### src/rtl/apb_interconnect_pkg.sv
// Shared sizing and address decode for the 4x4 APB crossbar.
package apb_ic_pkg;

   localparam int NUM_M  = 4;
   localparam int NUM_S  = 4;
   localparam int AW     = 32;
   localparam int DW     = 32;
   localparam int SEL_W  = $clog2(NUM_S);
   localparam int STRB_W = DW / 8;
   localparam int MID_W  = $clog2(NUM_M);

   // Top SEL_W address bits select the slave; every code maps to a real port.
   function automatic logic [SEL_W-1:0] decode_slave(input logic [AW-1:0] addr);
      return addr[AW-1 -: SEL_W];
   endfunction

endpackage

### src/rtl/apb_interconnect_if.sv
// Multi-port APB bundle; N parallel ports share one interface instance.
interface apb_ic_if #(
   parameter int N = 4
) ();

   logic [N-1:0]                          PSEL;
   logic [N-1:0]                          PENABLE;
   logic [N-1:0]                          PWRITE;
   logic [N-1:0][apb_ic_pkg::AW-1:0]      PADDR;
   logic [N-1:0][apb_ic_pkg::DW-1:0]      PWDATA;
   logic [N-1:0][apb_ic_pkg::STRB_W-1:0]  PSTRB;
   logic [N-1:0][apb_ic_pkg::DW-1:0]      PRDATA;
   logic [N-1:0]                          PREADY;

   modport master (
      output PSEL, PENABLE, PWRITE, PADDR, PWDATA, PSTRB,
      input  PRDATA, PREADY
   );

   modport slave (
      input  PSEL, PENABLE, PWRITE, PADDR, PWDATA, PSTRB,
      output PRDATA, PREADY
   );

endinterface

### src/rtl/apb_interconnect_rr_arbiter.sv
// Per-slave round-robin arbiter: holds a grant until the owner stops requesting.
module apb_rr_arbiter
   import apb_ic_pkg::*;
(
   input  logic              clk_i,
   input  logic              rst_i,
   input  logic [NUM_M-1:0]  req_i,
   output logic [MID_W-1:0]  owner_o,
   output logic              valid_o,
   output logic              setup_seen_o
);

   logic [MID_W-1:0] owner_q, owner_d;
   logic             valid_q, valid_d;
   logic [MID_W-1:0] rr_ptr_q, rr_ptr_d;
   logic             setup_seen_q, setup_seen_d;
   logic             found;
   logic [MID_W-1:0] winner;
   logic [MID_W-1:0] idx;

   always_comb begin
      found  = 1'b0;
      winner = rr_ptr_q;
      idx    = '0;
      for (int i = 0; i < NUM_M; i++) begin
         idx = MID_W'((int'(rr_ptr_q) + i) % NUM_M);
         if (!found && req_i[idx]) begin
            found  = 1'b1;
            winner = idx;
         end
      end
   end

   // A release leaves the slave idle for one cycle before re-arbitration.
   always_comb begin
      owner_d      = owner_q;
      valid_d      = valid_q;
      rr_ptr_d     = rr_ptr_q;
      setup_seen_d = setup_seen_q;
      if (valid_q) begin
         if (req_i[owner_q]) begin
            setup_seen_d = 1'b1;
         end else begin
            valid_d      = 1'b0;
            setup_seen_d = 1'b0;
         end
      end else if (found) begin
         valid_d      = 1'b1;
         owner_d      = winner;
         rr_ptr_d     = MID_W'((int'(winner) + 1) % NUM_M);
         setup_seen_d = 1'b0;
      end
   end

   always_ff @(posedge clk_i) begin
      if (rst_i) begin
         owner_q      <= '0;
         valid_q      <= 1'b0;
         rr_ptr_q     <= '0;
         setup_seen_q <= 1'b0;
      end else begin
         owner_q      <= owner_d;
         valid_q      <= valid_d;
         rr_ptr_q     <= rr_ptr_d;
         setup_seen_q <= setup_seen_d;
      end
   end

   assign owner_o      = owner_q;
   assign valid_o      = valid_q;
   assign setup_seen_o = setup_seen_q;

endmodule

### src/rtl/apb_interconnect.sv
// 4x4 APB crossbar: address decode, per-slave arbitration, forward and return muxing.
module apb_interconnect
   import apb_ic_pkg::*;
(
   input  logic              PCLK,
   input  logic              PRST,
   apb_ic_if.slave           m_if,
   apb_ic_if.master          s_if,
   output logic [NUM_M-1:0]  PGRANT
);

   logic [NUM_S-1:0][NUM_M-1:0]  req;
   logic [NUM_S-1:0][MID_W-1:0]  owner;
   logic [NUM_S-1:0]             valid;
   logic [NUM_S-1:0]             setup_seen;

   logic [NUM_S-1:0]             psel_s, penable_s, pwrite_s;
   logic [NUM_S-1:0][AW-1:0]     paddr_s;
   logic [NUM_S-1:0][DW-1:0]     pwdata_s;
   logic [NUM_S-1:0][STRB_W-1:0] pstrb_s;

   logic [NUM_M-1:0]             pready_m;
   logic [NUM_M-1:0][DW-1:0]     prdata_m;

   always_comb begin
      req = '0;
      for (int m = 0; m < NUM_M; m++) begin
         if (m_if.PSEL[m]) req[decode_slave(m_if.PADDR[m])][m] = 1'b1;
      end
   end

   for (genvar s = 0; s < NUM_S; s++) begin : g_arb
      apb_rr_arbiter u_arb (
         .clk_i        (PCLK),
         .rst_i        (PRST),
         .req_i        (req[s]),
         .owner_o      (owner[s]),
         .valid_o      (valid[s]),
         .setup_seen_o (setup_seen[s])
      );
   end

   // PENABLE is held back until the slave has had one setup cycle.
   always_comb begin
      psel_s    = '0;
      penable_s = '0;
      pwrite_s  = '0;
      paddr_s   = '0;
      pwdata_s  = '0;
      pstrb_s   = '0;
      for (int s = 0; s < NUM_S; s++) begin
         if (valid[s]) begin
            psel_s[s]    = 1'b1;
            penable_s[s] = m_if.PENABLE[owner[s]] & setup_seen[s];
            pwrite_s[s]  = m_if.PWRITE[owner[s]];
            paddr_s[s]   = m_if.PADDR[owner[s]];
            pwdata_s[s]  = m_if.PWDATA[owner[s]];
            pstrb_s[s]   = m_if.PSTRB[owner[s]];
         end
      end
   end

   assign s_if.PSEL    = psel_s;
   assign s_if.PENABLE = penable_s;
   assign s_if.PWRITE  = pwrite_s;
   assign s_if.PADDR   = paddr_s;
   assign s_if.PWDATA  = pwdata_s;
   assign s_if.PSTRB   = pstrb_s;

   always_comb begin
      PGRANT   = '0;
      pready_m = '0;
      prdata_m = '0;
      for (int m = 0; m < NUM_M; m++) begin
         for (int s = 0; s < NUM_S; s++) begin
            if (valid[s] && owner[s] == MID_W'(m)) begin
               PGRANT[m] = 1'b1;
               if (s_if.PREADY[s] && penable_s[s]) begin
                  pready_m[m] = 1'b1;
                  if (!pwrite_s[s]) prdata_m[m] = s_if.PRDATA[s];
               end
            end
         end
      end
   end

   assign m_if.PREADY = pready_m;
   assign m_if.PRDATA = prdata_m;

endmodule

### src/flat_wrapper.sv
// flat-port wrapper written by rule: the top's interface ports become plain ports
module apb_interconnect_flat import apb_ic_pkg::*;
  (PCLK, PRST, PGRANT, m_if_PSEL, m_if_PENABLE, m_if_PWRITE, m_if_PADDR, m_if_PWDATA, m_if_PSTRB, m_if_PRDATA, m_if_PREADY, s_if_PSEL, s_if_PENABLE, s_if_PWRITE, s_if_PADDR, s_if_PWDATA, s_if_PSTRB, s_if_PRDATA, s_if_PREADY);
  apb_ic_if #(.N(NUM_M)) m_if_i ();
  apb_ic_if #(.N(NUM_S)) s_if_i ();
  input  logic PCLK;
  input  logic PRST;
  output logic [NUM_M-1:0] PGRANT;
  input wire logic [$bits(m_if_i.PSEL)-1:0] m_if_PSEL;
  input wire logic [$bits(m_if_i.PENABLE)-1:0] m_if_PENABLE;
  input wire logic [$bits(m_if_i.PWRITE)-1:0] m_if_PWRITE;
  input wire logic [$bits(m_if_i.PADDR)-1:0] m_if_PADDR;
  input wire logic [$bits(m_if_i.PWDATA)-1:0] m_if_PWDATA;
  input wire logic [$bits(m_if_i.PSTRB)-1:0] m_if_PSTRB;
  output wire logic [$bits(m_if_i.PRDATA)-1:0] m_if_PRDATA;
  output wire logic [$bits(m_if_i.PREADY)-1:0] m_if_PREADY;
  output wire logic [$bits(s_if_i.PSEL)-1:0] s_if_PSEL;
  output wire logic [$bits(s_if_i.PENABLE)-1:0] s_if_PENABLE;
  output wire logic [$bits(s_if_i.PWRITE)-1:0] s_if_PWRITE;
  output wire logic [$bits(s_if_i.PADDR)-1:0] s_if_PADDR;
  output wire logic [$bits(s_if_i.PWDATA)-1:0] s_if_PWDATA;
  output wire logic [$bits(s_if_i.PSTRB)-1:0] s_if_PSTRB;
  input wire logic [$bits(s_if_i.PRDATA)-1:0] s_if_PRDATA;
  input wire logic [$bits(s_if_i.PREADY)-1:0] s_if_PREADY;
  assign m_if_i.PSEL = m_if_PSEL;
  assign m_if_i.PENABLE = m_if_PENABLE;
  assign m_if_i.PWRITE = m_if_PWRITE;
  assign m_if_i.PADDR = m_if_PADDR;
  assign m_if_i.PWDATA = m_if_PWDATA;
  assign m_if_i.PSTRB = m_if_PSTRB;
  assign m_if_PRDATA = m_if_i.PRDATA;
  assign m_if_PREADY = m_if_i.PREADY;
  assign s_if_PSEL = s_if_i.PSEL;
  assign s_if_PENABLE = s_if_i.PENABLE;
  assign s_if_PWRITE = s_if_i.PWRITE;
  assign s_if_PADDR = s_if_i.PADDR;
  assign s_if_PWDATA = s_if_i.PWDATA;
  assign s_if_PSTRB = s_if_i.PSTRB;
  assign s_if_i.PRDATA = s_if_PRDATA;
  assign s_if_i.PREADY = s_if_PREADY;
  apb_interconnect u_core (.PCLK(PCLK), .PRST(PRST), .m_if(m_if_i), .s_if(s_if_i), .PGRANT(PGRANT));
endmodule
### config.mk
export PLATFORM = sky130hd
export DESIGN_NAME = apb_interconnect_flat
export DESIGN_NICKNAME = d
export VERILOG_FILES = /design/src/rtl/apb_interconnect_pkg.sv /design/src/rtl/apb_interconnect_if.sv /design/src/rtl/apb_interconnect_rr_arbiter.sv /design/src/rtl/apb_interconnect.sv /design/src/flat_wrapper.sv
export SDC_FILE = /design/constraint.sdc
export NUM_CORES = 1
export LEC_CHECK = 0
export BUFFER_PORTS_ARGS = -buffer_cell sky130_fd_sc_hd__clkbuf_2
export CAP_MARGIN = 10
export CORE_AREA = 2 2 323 325
export DETAILED_ROUTE_END_ITERATION = 8
export DIE_AREA = 0 0 325 327
export PLACE_DENSITY = 0.3
export SLEW_MARGIN = 5
export SYNTH_ARGS = -nofsm -noshare
export SYNTH_HDL_FRONTEND = slang
export SYNTH_SLANG_ARGS = --single-unit
### constraint.sdc
create_clock -name PCLK -period 5.57 [get_ports PCLK]
set_clock_uncertainty 0.1 [all_clocks]
set_input_delay 1.114 -clock PCLK [delete_from_list [all_inputs] [get_ports PCLK]]
set_output_delay 1.114 -clock PCLK [all_outputs]
set_load 0.01 [all_outputs]
======== Yosys cells after proc, flatten, opt, wreduce, memory -nomap -nowiden ========
Index checks and enable logic that the tools add are counted.
storage, ports and cells
  register bits after elaboration ......... 24
  word-level logic and storage cells ...... 394
  bits of input ports ..................... 418
  output and inout port bits .............. 420
operators by class
  reduce and logical (&&, ||, !) cells .... 60
  bitwise operators ....................... 11
  multiplexer cells ....................... 251
  magnitude comparators ................... 28
  equal/unequal tests ..................... 12
  add/subtract/negate cells ............... 16
operators with widths
  cell                                                         count
  2-to-1 mux 32 bit                                            58
  binary-select mux 32 bit (select 2 bit)                      8
  2-to-1 mux 1 bit                                             122
  less-than comparator 2 x 3 -> 1 bit (second input constant)  24
  2-to-1 mux 16 bit                                            4
  binary-select mux 1 bit (select 2 bit)                       28
  OR 16 bit                                                    3
  logical AND 1 bit                                            36
  2-to-1 mux 4 bit                                             9
  binary-select mux 4 bit (select 2 bit)                       4
  demux 4 bit (select 2 bit)                                   4
  2-to-1 mux 2 bit                                             13
  adder 2 x 1 -> 2 bit (second input constant)                 8
  adder 2 bit (second input constant)                          8
  == test 2 bit (second input constant)                        8
  zero test 1 bit                                              12
  == test 2 x 1 -> 1 bit (second input constant)               4
  >= comparator 2 x 1 -> 1 bit (second input constant)         4
  zero test 2 bit                                              4
  AND reduction 2 bit                                          4
  nonzero test 2 bit                                           4
  bitwise AND 1 bit                                            4
  NOT 1 bit                                                    4
  2-to-1 mux 3 bit                                             1

======== Longest topological paths before layout ========
Gate-level depths: netlist of the first run.
  depth after elaboration ................. 25
  depth in mapped cells ................... 8
  depth with buffers taken out ............ 5

======== By module ========
Synthesis of the first run repeated with hierarchy kept, for this count alone.
second synthesis, totals
  cell total of the unflattened synthesis .. 1587
  area total of the unflattened synthesis .. 14367.5 µm²
modules (own cells, without submodules)
  module            instances  area each (µm²)  cells each  seq. area each (µm²)
  apb_interconnect  1          13036.3          1423        0.0
  apb_rr_arbiter    4          332.8            41          120.1

======== Least setup slack after synthesis of the first run ========
No wires, ideal clock.
  kind .................................... input -> output
  from .................................... in m_if_PWRITE[3]
  to ...................................... out m_if_PRDATA[100]
  required time ........................... 4356 ps
  stages .................................. 5
  path slack .............................. 1673 ps
  arrival time ............................ 2683 ps
  path buffers ............................ 1
  path through ............................ mux4_2 > nor4_4 > buf_6 > a221oi_1 > nor3_1
on the way
  longest elaborated chain between the ends .. 15
  elaborated cells between the ends (all ways) .. 24
  those cells by class .................... 24 x mux
ends and longest elaborated chain
  what                                    line                    text
  start: declaration                      flat_wrapper.sv:11      input wire logic [$bits(m_if_i.PWRITE)-1:0] m_if_PWRITE;
  binary-select mux 1 bit (select 2 bit)  apb_interconnect.sv:55  pwrite_s[s] = m_if.PWRITE[owner[s]];
  2-to-1 mux 1 bit (not written as such)  apb_interconnect.sv:55
  2-to-1 mux 1 bit                        apb_interconnect.sv:52  if (valid[s]) begin
  2-to-1 mux 32 bit                       apb_interconnect.sv:80  if (!pwrite_s[s]) prdata_m[m] = s_if.PRDATA[s];
  2-to-1 mux 32 bit                       apb_interconnect.sv:78  if (s_if.PREADY[s] && penable_s[s]) begin
  2-to-1 mux 32 bit                       apb_interconnect.sv:76  if (valid[s] && owner[s] == MID_W'(m)) begin
  2-to-1 mux 32 bit                       apb_interconnect.sv:80
  2-to-1 mux 32 bit                       apb_interconnect.sv:78
  2-to-1 mux 32 bit                       apb_interconnect.sv:76
  2-to-1 mux 32 bit                       apb_interconnect.sv:80
  2-to-1 mux 32 bit                       apb_interconnect.sv:78
  2-to-1 mux 32 bit                       apb_interconnect.sv:76
  2-to-1 mux 32 bit                       apb_interconnect.sv:80
  2-to-1 mux 32 bit                       apb_interconnect.sv:78
  2-to-1 mux 32 bit (*)                   apb_interconnect.sv:76
  end: declaration                        flat_wrapper.sv:15      output wire logic [$bits(m_if_i.PRDATA)-1:0] m_if_PRDATA;
Every way passes the cells marked *; elsewhere a longest branch is shown, timed or not. The select of a mux whose other input is x is not followed.

======== Worst setup path in the final report of the first run ========
  from .................................... in m_if_PWRITE[3]
  to ...................................... out m_if_PRDATA[111]
The elaborated chain is that of the path after synthesis.

==> impl_results.md, run 1 <==
* CP arrival at 3.84 ns
* Vias in the first global route at 18800
* Met3 WL at 7960 um
* HP Class: reg2reg
* Final core utilization at 0.192
* Die Y at 327 um
* DR DRC count at 0
* Setup TNS Final at 0 ns
* Largest net degree at the start of global routing at 79
* Hpwl dp at 81700 um
* Syn Inst Count at 1556
* DRT iter0 DRCs at 1621
* Tcrit/Tclk final at 0.907
* P per Cell Area at 104 mW/mm2
* Yosys cell types at 67
* Share of layout cells above drive strength 1 at 0.535
* First-pass GRT wire length at 150000 um
* DRT Pass-1 Iters at 6
* H-Tree Depth at 1
* Post-layout net count at 2662
* Hold Buf Count CTS at 0
* Met1 wire length at 40400 um
* Seq/Total Area, Yosys at 0.0342
* Total power at 2.06 mW
* Syn nets at 1974
* Initial Util at 0.137
* Commonest non-fill, non-tap cell in the layout: clkbuf_2
* Fmax at 0.198 GHz
* TritonCTS buffer count at 3
* Worst slew margin at 0.269
* Chip width at 325 um
* Seq cells post-synth at 24
* EDFF count, synth at 0
* Post-Place Worst Slack at 0.408 ns
* Leakage at 7.82 nW
* Setup crit start kind: primary input
* Clk_lat worst skew at 0.27 ns
* RSZ-0062 raised after global routing: no
* Maximum VDD drop at 0.151 mV
* Worst-path clk slew at 0.07 ns
* Cell Area, Placed at 0.0197 mm2
* I/O pin count at 838
* Setup ws final at 0.519 ns
* DRT antenna net count at 0
* Status: complete, no violations
* WL final at 108000 um
* Area growth syn-to-layout at 40.6%
* Critical Path Fanout Max at 29
* Clock tree buffer depth at 2
* Ys Warns at 0
* WL met2 at 55500 um
* Mapped cell area at 0.0141 mm2
* Design Area, Final at 0.0198 mm2
* Async SR Flop Fraction at 0
* Detailed-route vias per instance at 5.00
* GP Congestion at 0.927
* MaxCap Viol Count at 0
* DR WL/cell at 29.8 um
* Final critical-path required period at 5.05 ns
* Initial antenna violation count at 19
* CTS tree: done
* Fin. max-slew vios at 0
* Gr usage total at 0.192
* Max Used Layer: met5
* CP required at 4.36 ns
* Endpoints failing setup at 0
* Most frequent cells in the layout: clkbuf_2, mux4_2, and2_1
* Die Area at 0.106 mm2
* Total number of vias at 18100
* Worst-margin pin slew at 1.10 ns
* CTS Sinks at 24
* Avg Cell Area, Syn at 9.04 um2
* CP Capture Type: primary output
* PostCTS Resize Cnt at 0
* Fillers at 11700
* Post-CTS Setup Inserts at 0
* Grt ovf at 0
* Root buffer cell: clkbuf_16
* Final hold vios at 0
* Main synth FF type: dfxtp_1
* # port buffers at 837
* Row count at 118
* Crit Path Category: in2out
* Core footprint at 0.103 mm2
-- synth_stat cells (all sizes together) (9+ instances only) --
| master | instances | share of area |
|---|---|---|
| mux4 | 281 | 0.45 |
| and2 | 276 | 0.12 |
| clkbuf | 132 | 0.035 |
| o21ai | 132 | 0.047 |
| nor3 | 126 | 0.047 |
| a221oi | 119 | 0.074 |
| nor2 | 94 | 0.025 |
| nand2 | 83 | 0.022 |
| buf | 70 | 0.028 |
| a21oi | 25 | 0.0089 |
| dfxtp | 24 | 0.034 |
| nand3 | 21 | 0.0075 |
| nand3b | 20 | 0.012 |
| and3 | 11 | 0.0049 |
| inv | 10 | 0.0027 |
| nor3b | 9 | 0.0055 |
-- cells by family (layout without fill, tap and decap cells) --
group	count (synthesis)	count (layout)	share of synthesized area
DFF	24	24	0.0342
other	0	2	0
buffers and inverters	212	899	0.0659
AOI/OAI and AO/OA	336	336	0.164
and+or+nand+nor	696	696	0.281
muxes	286	286	0.454
xor gates and xnor gates	2	2	0.00125
-- cell type report --
| cell class | instances | area, um2 | share of cell area |
|---|---|---|---|
| repair buffers | 885 | 4660 | 0.236 |
| diodes | 2 | 5.00 | 0.000253 |
| clock buffers | 3 | 75.1 | 0.00380 |
| well taps | 1380 | 1730 | 0.0874 |
| inverters | 10 | 37.5 | 0.00190 |
| flip-flops and latches | 24 | 526 | 0.0266 |
| multi-input cells | 1320 | 12700 | 0.643 |
| clock inverters | 1 | 30.0 | 0.00152 |
-- stage by stage --
step / cells / hold WS (ns)
global placement: 3619 / 0.425
CTS: 3623 / 0.449
floorplan: 1556 / 0.368
finish: 3625 / 0.450
global route: 3625 / 0.474
detailed placement: 3619 / 0.441
-- worst max-delay path, cell delays in order --
cell	delay, ns
clkbuf_2	0.18
mux4_2	0.68
nor4_4	0.36
buf_4	0.46
a221oi_1	0.16
nor3_1	0.60
clkbuf_2	0.25
-- report_power, final --
group          internal (mW)  leakage [nW]  switching [mW]
sequential             0.188         0.205          0.0901
combinational          0.727          7.56           0.842
clock                  0.143        0.0511          0.0730
-- metal layers --
metal  vias to the layer above  GRT usage
li1                       7623          -
met1                      9312      0.220
met2                       993      0.352
met3                       167     0.0434
met4                        22     0.0627
met5                         -          0
-- sequential cells by signal, indices dropped and copies added, names as in the netlist --
register	cells
u_core.g_arb.u_arb.valid_o	4
u_core.g_arb.u_arb.owner_o	8
u_core.g_arb.u_arb.rr_ptr_q	8
u_core.g_arb.u_arb.setup_seen_o	4
-- final timing paths --
check / from / endpoint / slack [ns] / cells past startpoint
max: m_if_PWRITE[3] / m_if_PRDATA[111] / 0.52 / 7
min reg2reg: u_core.g_arb[1].u_arb.rr_ptr_q[0] / u_core.g_arb[1].u_arb.rr_ptr_q[0] / 0.45 / 2
min: u_core.g_arb[1].u_arb.rr_ptr_q[0] / u_core.g_arb[1].u_arb.rr_ptr_q[0] / 0.45 / 2
max reg2reg: u_core.g_arb[3].u_arb.owner_o[1] / u_core.g_arb[3].u_arb.valid_o / 3.43 / 4
Note: power is estimated with default switching activity, not from simulation.
==> run 2, diff against run 1 <==
--- a/config.mk
+++ b/config.mk
@@ -10,6 +10,7 @@
 export CORE_AREA = 2 2 323 325
 export DETAILED_ROUTE_END_ITERATION = 8
 export DIE_AREA = 0 0 325 327
+export GPL_TIMING_DRIVEN = 0
 export PLACE_DENSITY = 0.3
 export SLEW_MARGIN = 5
 export SYNTH_ARGS = -nofsm -noshare
==> run 2 against run 1 <==
Compared with the run above:
- sequential power decreased by 26%
- maximum frequency is 6.6% lower
- cell count grew 4.4%
- first-iteration DRC count decreased by 7.8%
- die area did not move
- setup slack lost 0.36 ns
- hold slack got worse by 0.022 ns
- utilization is 0.38 points higher
- combinational power grew 11%
- flip-flop and latch count is the same
- wire length rose by 15%
==> impl_results.md, run 2 (synthesis gave the netlist of run 1 again) <==
* Status: complete, no violations
* Grt ovf at 0
* Fin. max-slew vios at 0
* Worst slew margin at 0.165
* Vias in the first global route at 19500
* Crit path max-delay family: simple AND/OR/NAND/NOR gates
* Die Area at 0.106 mm2
* RR Startpoint: u_core.g_arb[3].u_arb.owner_o[1]
* Die Y at 327 um
* Design Area, Final at 0.0202 mm2
* MaxCap Viol Count at 0
* Slowest stage delay, CP at 0.81 ns
* Clock tree buffer depth at 2
* # port buffers at 837
* Reg-to-reg slack, setup at 2.35 ns
* Endpoints failing setup at 0
* CP cell instances: clkbuf_2 > nand3_1 > nor3_2 > clkbuf_1 > a221oi_1 > nor3_1 > clkbuf_2
* DR WL/cell at 32.8 um
* Final hold vios at 0
* Initial antenna violation count at 26
* Post-layout net count at 2820
* R2R depth at 6
* Clock power share at 0.098
* CP Capture Type: primary output
* I/O pin count at 838
* RR Endpoint: u_core.g_arb[3].u_arb.valid_o
* Share of layout cells above drive strength 1 at 0.502
* PostCTS Resize Cnt at 0
* Critical Path Fanout Max at 10
* DRT antenna net count at 0
* Hpwl dp at 102000 um
* Fmax at 0.185 GHz
* Total power at 2.15 mW
* Root buffer cell: clkbuf_16
* Tcrit/Tclk final at 0.971
* Top cell by count, worst path: clkbuf_2
* Cell Area, Placed at 0.0200 mm2
* Setup crit start kind: primary input
* Maximum VDD drop at 0.0995 mV
* Chip width at 325 um
* Part of the power in registers at 0.096
* CTS tree: done
* CP required at 4.36 ns
* Most frequent cells in the layout: clkbuf_2, mux4_2, and2_1
* Setup ws final at 0.160 ns
* First-pass GRT wire length at 168000 um
* Net switching power at 1.07 mW
* Total number of vias at 18900
* Logic pwr share at 0.807
* GP Congestion at 0.926
* Gr usage total at 0.222
* Worst-margin pin slew at 1.25 ns
* Leakage at 8.04 nW
* Pint at 1.08 mW
* DRT iter0 DRCs at 1494
* CTS Sinks at 24
* Final core utilization at 0.196
* Hold Buf Count CTS at 0
* Initial Util at 0.137
* H-Tree Depth at 1
* Post-Layout Cell Count at 3786
* Placed Instances at 3777
* Crit Path Category: in2out
* CP arrival at 4.20 ns
* P per Cell Area at 107 mW/mm2
* DR DRC count at 0
* Switching Fraction at 0.497
* WL final at 124000 um
* Worst-path clk slew at 0.07 ns
* Row count at 118
* Clk_lat worst skew at 0.26 ns
* WHS Path Cells at 2
* HP Class: reg2reg
* Core footprint at 0.103 mm2
* DRT Pass-1 Iters at 6
* Final critical-path required period at 5.41 ns
* Detailed-route vias per instance at 4.99
* Post-CTS Setup Inserts at 0
* Hold Crit Start: u_core.g_arb[3].u_arb.rr_ptr_q[0]
* Largest net degree at the start of global routing at 15
* Commonest non-fill, non-tap cell in the layout: clkbuf_2
* TritonCTS buffer count at 3
* RSZ-0062 raised after global routing: no
* Area growth syn-to-layout at 43.4%
* Post-Place Worst Slack at 0.146 ns
* Slowest stage cell on the critical path: nor3_2
* CP bufs+invs at 3
* Hold Path End: u_core.g_arb[3].u_arb.rr_ptr_q[0]
==> run 2: cell types whose count changed in the layout (fill, tap and decap cells not counted), sizes merged <==
cell    delta
buf       +26
diode      +3
clkbuf   +132
==> run 2: metrics by stage <==
| stage | setup TNS, ns | hold WS, ns |
|---|---|---|
| 2_1_floorplan | 0 | 0.368 |
| 3_3_place_gp | -0.379 | 0.420 |
| 3_5_place_dp | 0 | 0.419 |
| 4_1_cts | 0 | 0.429 |
| 5_1_grt | 0 | 0.480 |
| 6_report | 0 | 0.428 |
==> run 2: area by class of cell <==
cell class                      instances  area [um2]
Multi-Input combinational cell       1320       12700
Antenna cell                            5        12.5
Fill cell                           11700       82700
Clock inverter                          1        30.0
Sequential cell                        24         480
Inverter                               10        37.5
Buffer                                202         893
Tap cell                             1380        1730
Timing Repair Buffer                  841        4250
Clock buffer                            3        75.1
==> run 2: power groups by stage <==
stage	Clock (mW)	Sequential [mW]	Combinational (mW)
4_1_cts	0.217	0.206	1.77
3_5_place_dp	0	0.210	1.76
5_1_grt	0.222	0.208	1.85
2_1_floorplan	0	0.202	0.898
3_3_place_gp	0	0.210	1.75
6_report	0.210	0.206	1.74
==> run 2: how the worst max path moves through the flow <==
stage	from	endpoint	slack, ns	depth (start not counted)
global placement	u_core.g_arb[1].u_arb.owner_o[1]	s_if_PADDR[58]	-0.28	6
CTS	s_if_PREADY[1]	m_if_PRDATA[86]	0.14	7
floorplan	m_if_PWRITE[3]	m_if_PRDATA[100]	1.67	5
global route	s_if_PREADY[1]	m_if_PRDATA[86]	0.01	7
detailed placement	s_if_PREADY[1]	m_if_PRDATA[86]	0.15	7
finish	s_if_PREADY[1]	m_if_PRDATA[86]	0.16	7
==> run 2: worst reg2reg max path, stage by stage, from the launching register on <==
cell and delay [ns]:
dfxtp_1 0.31, clkbuf_1 0.50, clkbuf_1 0.69, clkbuf_1 0.95, o211ai_1 0.20, o311ai_0 0.20, a21oi_1 0.13
==> run 2: routing by layer <==
layer,up-vias,GRT usage,routed length [um]
li1,7946,-,-
met1,9760,0.251,46400
met2,1012,0.412,64500
met3,144,0.0584,9730
met4,26,0.0511,3360
met5,-,0,170
